<file path="config.mk">
export PLATFORM = sky130hd
export DESIGN_NAME = uart_rx_frame
export DESIGN_NICKNAME = d
export VERILOG_FILES = /design/src/rtl/uart_pkg.sv /design/src/rtl/uart_bit_timer.sv /design/src/rtl/uart_rx_frame.sv
export SDC_FILE = /design/constraint.sdc
export NUM_CORES = 1
export LEC_CHECK = 0
export CAP_MARGIN = 20
export CORE_MARGIN = 1.5
export CORE_UTILIZATION = 56
export DETAILED_ROUTE_END_ITERATION = 8
export PLACE_DENSITY = 0.78
export SYNTH_ARGS = -nofsm -noshare
export SYNTH_HDL_FRONTEND = slang
export SYNTH_SLANG_ARGS = --single-unit
export TNS_END_PERCENT = 100
</file>
<file path="constraint.sdc">
create_clock -name i_clk -period 2.73 [get_ports i_clk]
set_input_delay 0.6825 -clock i_clk [delete_from_list [all_inputs] [get_ports i_clk]]
set_output_delay 0.6825 -clock i_clk [all_outputs]
set_load 0.01 [all_outputs]
</file>
<file path="src/rtl/uart_pkg.sv">
// Shared UART receive types, default parameters and the parity helper.
package uart_pkg;

  typedef enum logic [2:0] {
    IDLE   = 3'd0,
    START  = 3'd1,
    DATA   = 3'd2,
    PARITY = 3'd3,
    STOP   = 3'd4
  } rx_state_e;

  localparam int DEF_CLKS_PER_BIT = 434;
  localparam int DEF_DATA_BITS    = 8;
  localparam int MAX_DATA_BITS    = 9;

  // Returns the parity bit a transmitter would append to data.
  function automatic logic par_calc(input logic [MAX_DATA_BITS-1:0] data, input logic odd);
    return (^data) ^ odd;
  endfunction

endpackage

</file>
<file path="src/rtl/uart_bit_timer.sv">
// Bit-period counter with half-bit and full-bit compare strobes.
module uart_bit_timer
  import uart_pkg::*;
#(
  parameter int CLKS_PER_BIT = DEF_CLKS_PER_BIT
) (
  input  logic clk,
  input  logic rst_n,
  input  logic clear,
  output logic half_tick,
  output logic full_tick
);

  localparam int CNT_W = $clog2(CLKS_PER_BIT);
  localparam logic [CNT_W-1:0] HALF_LAST = CNT_W'(CLKS_PER_BIT / 2 - 1);
  localparam logic [CNT_W-1:0] FULL_LAST = CNT_W'(CLKS_PER_BIT - 1);

  logic [CNT_W-1:0] count;

  always_ff @(posedge clk or negedge rst_n) begin
    if (!rst_n) begin
      count <= '0;
    end else if (clear) begin
      count <= '0;
    end else begin
      count <= count + CNT_W'(1);
    end
  end

  assign half_tick = (count == HALF_LAST);
  assign full_tick = (count == FULL_LAST);

endmodule

</file>
<file path="src/rtl/uart_rx_frame.sv">
// UART receive framer: times bit centres, assembles data LSB first and
// reports each frame as a valid, frame-error or parity-error pulse.
module uart_rx_frame
  import uart_pkg::*;
#(
  parameter int CLKS_PER_BIT = DEF_CLKS_PER_BIT,
  parameter int DATA_BITS    = DEF_DATA_BITS,
  parameter int PARITY_EN    = 0,
  parameter int PARITY_ODD   = 0
) (
  input  logic                 i_clk,
  input  logic                 i_rst_n,
  input  logic                 i_rx_en,
  input  logic                 i_start_signal,
  input  logic                 i_rx_in,
  output logic [DATA_BITS-1:0] o_rx_data,
  output logic                 o_rx_valid,
  output logic                 o_frame_err,
  output logic                 o_parity_err,
  output logic                 o_busy
);

  localparam int IDX_W = $clog2(DATA_BITS + 1);
  localparam logic [IDX_W-1:0] LAST_IDX = IDX_W'(DATA_BITS - 1);
  localparam logic ODD_SEL = (PARITY_ODD != 0);

  rx_state_e state, state_nxt;
  logic [IDX_W-1:0]     bit_idx;
  logic [DATA_BITS-1:0] shift_reg;
  logic                 parity_bad;
  logic                 half_tick, full_tick, timer_clear;
  logic                 expected_par;

  assign expected_par = par_calc(MAX_DATA_BITS'(shift_reg), ODD_SEL);

  uart_bit_timer #(
    .CLKS_PER_BIT(CLKS_PER_BIT)
  ) u_timer (
    .clk       (i_clk),
    .rst_n     (i_rst_n),
    .clear     (timer_clear),
    .half_tick (half_tick),
    .full_tick (full_tick)
  );

  // The timer is held clear in IDLE so START always begins counting from 0.
  always_comb begin
    state_nxt   = state;
    timer_clear = 1'b0;
    if (!i_rx_en) begin
      state_nxt   = IDLE;
      timer_clear = 1'b1;
    end else begin
      case (state)
        IDLE: begin
          timer_clear = 1'b1;
          if (i_start_signal) state_nxt = START;
        end
        START: begin
          if (half_tick) begin
            timer_clear = 1'b1;
            state_nxt   = i_rx_in ? IDLE : DATA;
          end
        end
        DATA: begin
          if (full_tick) begin
            timer_clear = 1'b1;
            if (bit_idx == LAST_IDX) state_nxt = (PARITY_EN != 0) ? PARITY : STOP;
          end
        end
        PARITY: begin
          if (full_tick) begin
            timer_clear = 1'b1;
            state_nxt   = STOP;
          end
        end
        STOP: begin
          if (full_tick) begin
            timer_clear = 1'b1;
            state_nxt   = IDLE;
          end
        end
        default: begin
          timer_clear = 1'b1;
          state_nxt   = IDLE;
        end
      endcase
    end
  end

  // Shifting in from the top leaves the first received bit at bit 0.
  always_ff @(posedge i_clk or negedge i_rst_n) begin
    if (!i_rst_n) begin
      state        <= IDLE;
      o_busy       <= 1'b0;
      bit_idx      <= '0;
      shift_reg    <= '0;
      parity_bad   <= 1'b0;
      o_rx_data    <= '0;
      o_rx_valid   <= 1'b0;
      o_frame_err  <= 1'b0;
      o_parity_err <= 1'b0;
    end else begin
      state        <= state_nxt;
      o_busy       <= (state_nxt != IDLE);
      o_rx_valid   <= 1'b0;
      o_frame_err  <= 1'b0;
      o_parity_err <= 1'b0;
      if (!i_rx_en) begin
        bit_idx    <= '0;
        parity_bad <= 1'b0;
      end else begin
        case (state)
          IDLE: begin
            bit_idx    <= '0;
            parity_bad <= 1'b0;
          end
          DATA: begin
            if (full_tick) begin
              shift_reg <= {i_rx_in, shift_reg[DATA_BITS-1:1]};
              bit_idx   <= bit_idx + IDX_W'(1);
            end
          end
          PARITY: begin
            if (full_tick) parity_bad <= (expected_par != i_rx_in);
          end
          STOP: begin
            if (full_tick) begin
              o_rx_data <= shift_reg;
              if (!i_rx_in)        o_frame_err  <= 1'b1;
              else if (parity_bad) o_parity_err <= 1'b1;
              else                 o_rx_valid   <= 1'b1;
            end
          end
          default: ;
        endcase
      end
    end
  end

endmodule

</file>
# Word level (Yosys, flattened, before mapping)
# Index checks and enable logic that the tools add are counted.
# word_totals
memories,0
out_inout_bits,12
input_bits,5
latch_bits,0
ramBits,0
regBits,37
romBits,0
# classes
bitwise,0
eq_ne,12
n_lt_le_gt_ge,0
n_addsub,2
mul,0
n_div,0
n_mux,34
reduce_logical,8
n_shift,0
# op_table
op,n
3-bit 2-to-1 mux,7
1-bit 2-to-1 mux,19
3-bit case mux with 5 select lines,1
9-bit by 1-bit adder with 9-bit output (second input constant),1
9-bit by 8-bit == test with 1-bit output (second input constant),1
9-bit == test (second input constant),1
9-bit 2-to-1 mux,1
9-bit XOR reduction,1
4-bit 2-to-1 mux,2
4-bit case mux with 2 select lines,1
3-bit by 2-bit == test with 1-bit output (second input constant),2
3-bit by 1-bit != test with 1-bit output (second input constant),2
3-bit != test (second input constant),2
3-bit AND reduction,2
4-bit by 1-bit adder with 4-bit output (second input constant),1
4-bit by 3-bit == test with 1-bit output (second input constant),1
1-bit case mux with 2 select lines,2
2-bit AND reduction,2
3-bit by 1-bit == test with 1-bit output (second input constant),1
3-bit == test (second input constant),1
3-bit zero test,1
3-bit nonzero test,1
3-bit OR reduction,1
2-bit 2-to-1 mux,1
1-bit != test,1

# Longest topological paths before layout
# logic_depth
depth_word,6
mapped_depth,8
mapped_depth_nobuf,7

# Modules after synthesis
# From an unflattened synthesis, not the netlist that was laid out.
# hier_totals
cells_unflattened,149
hier_area_um2,1741.7
# by_module_without_submodules
module,cells_per_inst,seq_area_each_um2,area_each_um2,n_inst
uart_rx_frame,101,700.7,1272.5,1
uart_bit_timer,48,225.2,469.2,1

# Worst setup path after synthesis
# Ideal clock, no wire load.
# synth_timing
path_type,input port to flip-flop
start,in i_rx_en
end,reg shift_reg[0]
setup_slack_ns,0.627
path_buffers,2
t_required_ns,2.605
path_stages,5
arrival_time_ns,1.978
cell_sequence,clkdlybuf4s50_2 nand3b_1 or2_1 buf_6 mux2_4
# synth_via
elab_chain_cells,1
# synth_lines
element,line_no,rtl
from (decl),uart_rx_frame.sv:13,"input logic i_rx_en,"
3-bit AND reduction (no source line),--,
to (signal assigned),uart_rx_frame.sv:120,"shift_reg <= {i_rx_in, shift_reg[DATA_BITS-1:1]};"
to (decl),uart_rx_frame.sv:29,logic [DATA_BITS-1:0] shift_reg;
# Every way passes these cells.
# A chain may end at the register's enable or synchronous reset.

# Worst setup path in the final report
# layout_timing
start,reg u_timer.count[1]
end,reg shift_reg[7]
# layout_via
elab_chain_cells,2
# layout_lines
element,line_no,rtl
from (decl),uart_bit_timer.sv:18,logic [CNT_W-1:0] count;
from (signal assigned),uart_bit_timer.sv:26,count <= count + CNT_W'(1);
9-bit == test,uart_bit_timer.sv:31,assign full_tick = (count == FULL_LAST);
3-bit AND reduction (no source line),--,
# Every way passes these cells.

==> results.json <==
{
  "status": "finished clean",
  "hold_viol": 0,
  "grtUsageTotal_pct": 20.8,
  "syn_nets": 164,
  "path_class": "flip-flop to flip-flop",
  "cts_hold_buffers": 0,
  "gp_congestion": 0.840,
  "cts_inserted_buffers": 5,
  "r2r_start": "u_timer.count[1]",
  "crit_chain": "inv_1 > ha_1 > nand4b_4 > nor4_4 > inv_2 > or2_1 > mux2_4",
  "hpwl_mm": 2.15,
  "antenna_found_initial": 0,
  "grt_pass1_vias": 1215,
  "insertion_delay_ns": 0.33,
  "port_buffers": 16,
  "hold_path_class": "flip-flop to flip-flop",
  "synth-seq-cells": 37,
  "ios": 17,
  "die-area_um2": 3570,
  "fmax_ghz": 0.447,
  "worstPathMaxFanout": 10,
  "die_h_um": 59.7,
  "cp_top_family": "simple AND/OR/NAND/NOR gates",
  "wire_per_inst_um": 13.8,
  "finalPower_uw": 885,
  "crit_path_end_kind": "flip-flop",
  "cap_violations": 0,
  "finalClockSkew_ns": 0.00917,
  "fin_crit_ns": 2.24,
  "synthesis.area_um2": 1800,
  "drt_pass1_iterations": 4,
  "cp.depth": 7,
  "critical_path_required_ns": 2.95,
  "ys_seq_area_share_pct": 51.4,
  "crit_path_top_delay_cell": "dfrtp_1",
  "tightest_slew_ns": 0.590,
  "final_area_um2": 2060,
  "synthCells": 155,
  "crit_arrival_ns": 2.45,
  "dpl_cell_area_um2": 2000,
  "cp-endpoint": "shift_reg[7]",
  "cts_tree": "done",
  "critPathLaunchType": "flip-flop",
  "fin_crit_sh_pct": 81.9,
  "p_leak_uw": 0.00100,
  "async_reset_ff_share_pct": 100,
  "rows": 20,
  "diodes": 0,
  "rsz0062_at_grt": "false",
  "cts_root_buffer": "clkbuf_4",
  "final_cell_mix": "37 x dfrtp_1, 23 x nor2_1, 16 x clkdlybuf4s50_1, 10 x nand2_1",
  "synthFlopType": "dfrtp_1",
  "drc": 0,
  "largest_reg_flops": 9,
  "die_w_um": 59.7,
  "peakVddDrop_uv": 340,
  "cts_htree_levels": 2,
  "maxSlewViolCount": 0,
  "synth_edf_count": 0,
  "r2r-end": "shift_reg[7]",
  "max_stage_delay_ns": 0.44,
  "wl_mm": 3.05,
  "drt-initial-drc-count": 53,
  "cts_setup_buffers": 0,
  "power_density_nw_per_um2": 431,
  "final_common_cell": "dfrtp_1",
  "cp_num_buf_inv": 2,
  "start_util_pct": 59.0,
  "max_slew_margin_pct": 59.6,
  "route.vias.total": 1178,
  "ys_types": 41,
  "fin_setup_tns_ns": 0,
  "cts-resized-gates": 0,
  "detail-route-antenna-nets": 0,
  "grt_overflow_total": 0,
  "r2r_cells": 7,
  "ys_warn_count": 0,
  "drive_gt1_share_pct": 17.0,
  "fin_nets": 185,
  "core_area_um2": 3050,
  "avgSynthCellArea_um2": 11.6,
  "grt_max_degree": 38,
  "clock-sinks": 37,
  "grt_pass1_wl_mm": 5.43,
  "setup_viol": 0,
  "clkTransAtPathRegs_ns": 0.10,
  "cts_max_path_buffers": 2,
  "syn_to_final_growth_pct": 14.1,
  "timing.reg2reg.setup_slack_ns": 0.49,
  "vias_per_cell": 5.35,
  "cp-startpoint": "u_timer.count[1]"
}
cell families after synthesis:
kind of cell	after synthesis	synth area share, %
AND/OR/NAND/NOR	57	17.7
AO/OA/AOI/OAI	15	5.14
adder cells (fa/ha/maj)	4	2.78
buffers and inverters	11	3.19
flip-flops	37	51.4
XOR/XNOR	14	7.57
multiplexers	17	12.2
metal layers:
metal  track usage [%]  share of wire (%)  up-vias
met2              34.0                 50       22
met5                 0                  0        -
met1              25.6                 46      578
met3              4.98                3.0        5
met4              10.2                1.3        0
li1                  -                  -      573
where the power goes:
part	internal, uW	switching, uW	leakage [uW]
registers	551	4.94	0.000514
clock network	122	167	0.0000314
logic	15.6	25.0	0.000456
total	688	197	0.00100
worst min path at each step:
stage          slack, ns  startpoint          to  depth (start not counted)
2_1_floorplan       0.39     i_rst_n  bit_idx[0]                          0
3_3_place_gp        0.43  parity_bad  o_rx_valid                          1
3_5_place_dp        0.47  parity_bad  o_rx_valid                          1
4_1_cts             0.48  parity_bad  o_rx_valid                          1
5_1_grt             0.49  parity_bad  o_rx_valid                          1
6_report            0.47  parity_bad  o_rx_valid                          1
per-stage QoR:
stage / utilization, % / std cells / hold slack (ns) / setup slack (ns)
after floorplan: - / 155 / 0.387 / 0.627
after global placement: 65.5 / 213 / 0.434 / 0.401
after detailed placement: 65.5 / 213 / 0.472 / 0.356
after CTS: 67.3 / 220 / 0.477 / 0.495
after global routing: 67.3 / 220 / 0.490 / 0.368
final: 67.3 / 220 / 0.469 / 0.494
area by class of cell:
| type | count | area (um2) |
|---|---|---|
| Sequential cell | 37 | 926 |
| Inverter | 7 | 26.3 |
| Multi-Input combinational cell | 107 | 818 |
| Fill cell | 247 | 997 |
| Tap cell | 44 | 55.1 |
| Timing Repair Buffer | 18 | 175 |
| Clock buffer | 7 | 55.1 |
synth_stat cells (2+ instances only):
master	count	share of area, %
o21ai_0	6	1.7
xor2_1	6	2.9
dfrtp_1	37	51
and3_1	3	1.0
a21oi_1	2	0.56
nand3_1	7	1.9
nor2_1	23	4.8
nand2_1	10	2.1
mux2_2	8	5.0
ha_1	4	2.8
mux2_4	8	6.7
xnor2_1	7	3.4
inv_1	6	1.2
Note: power is estimated with default switching activity, not from simulation.
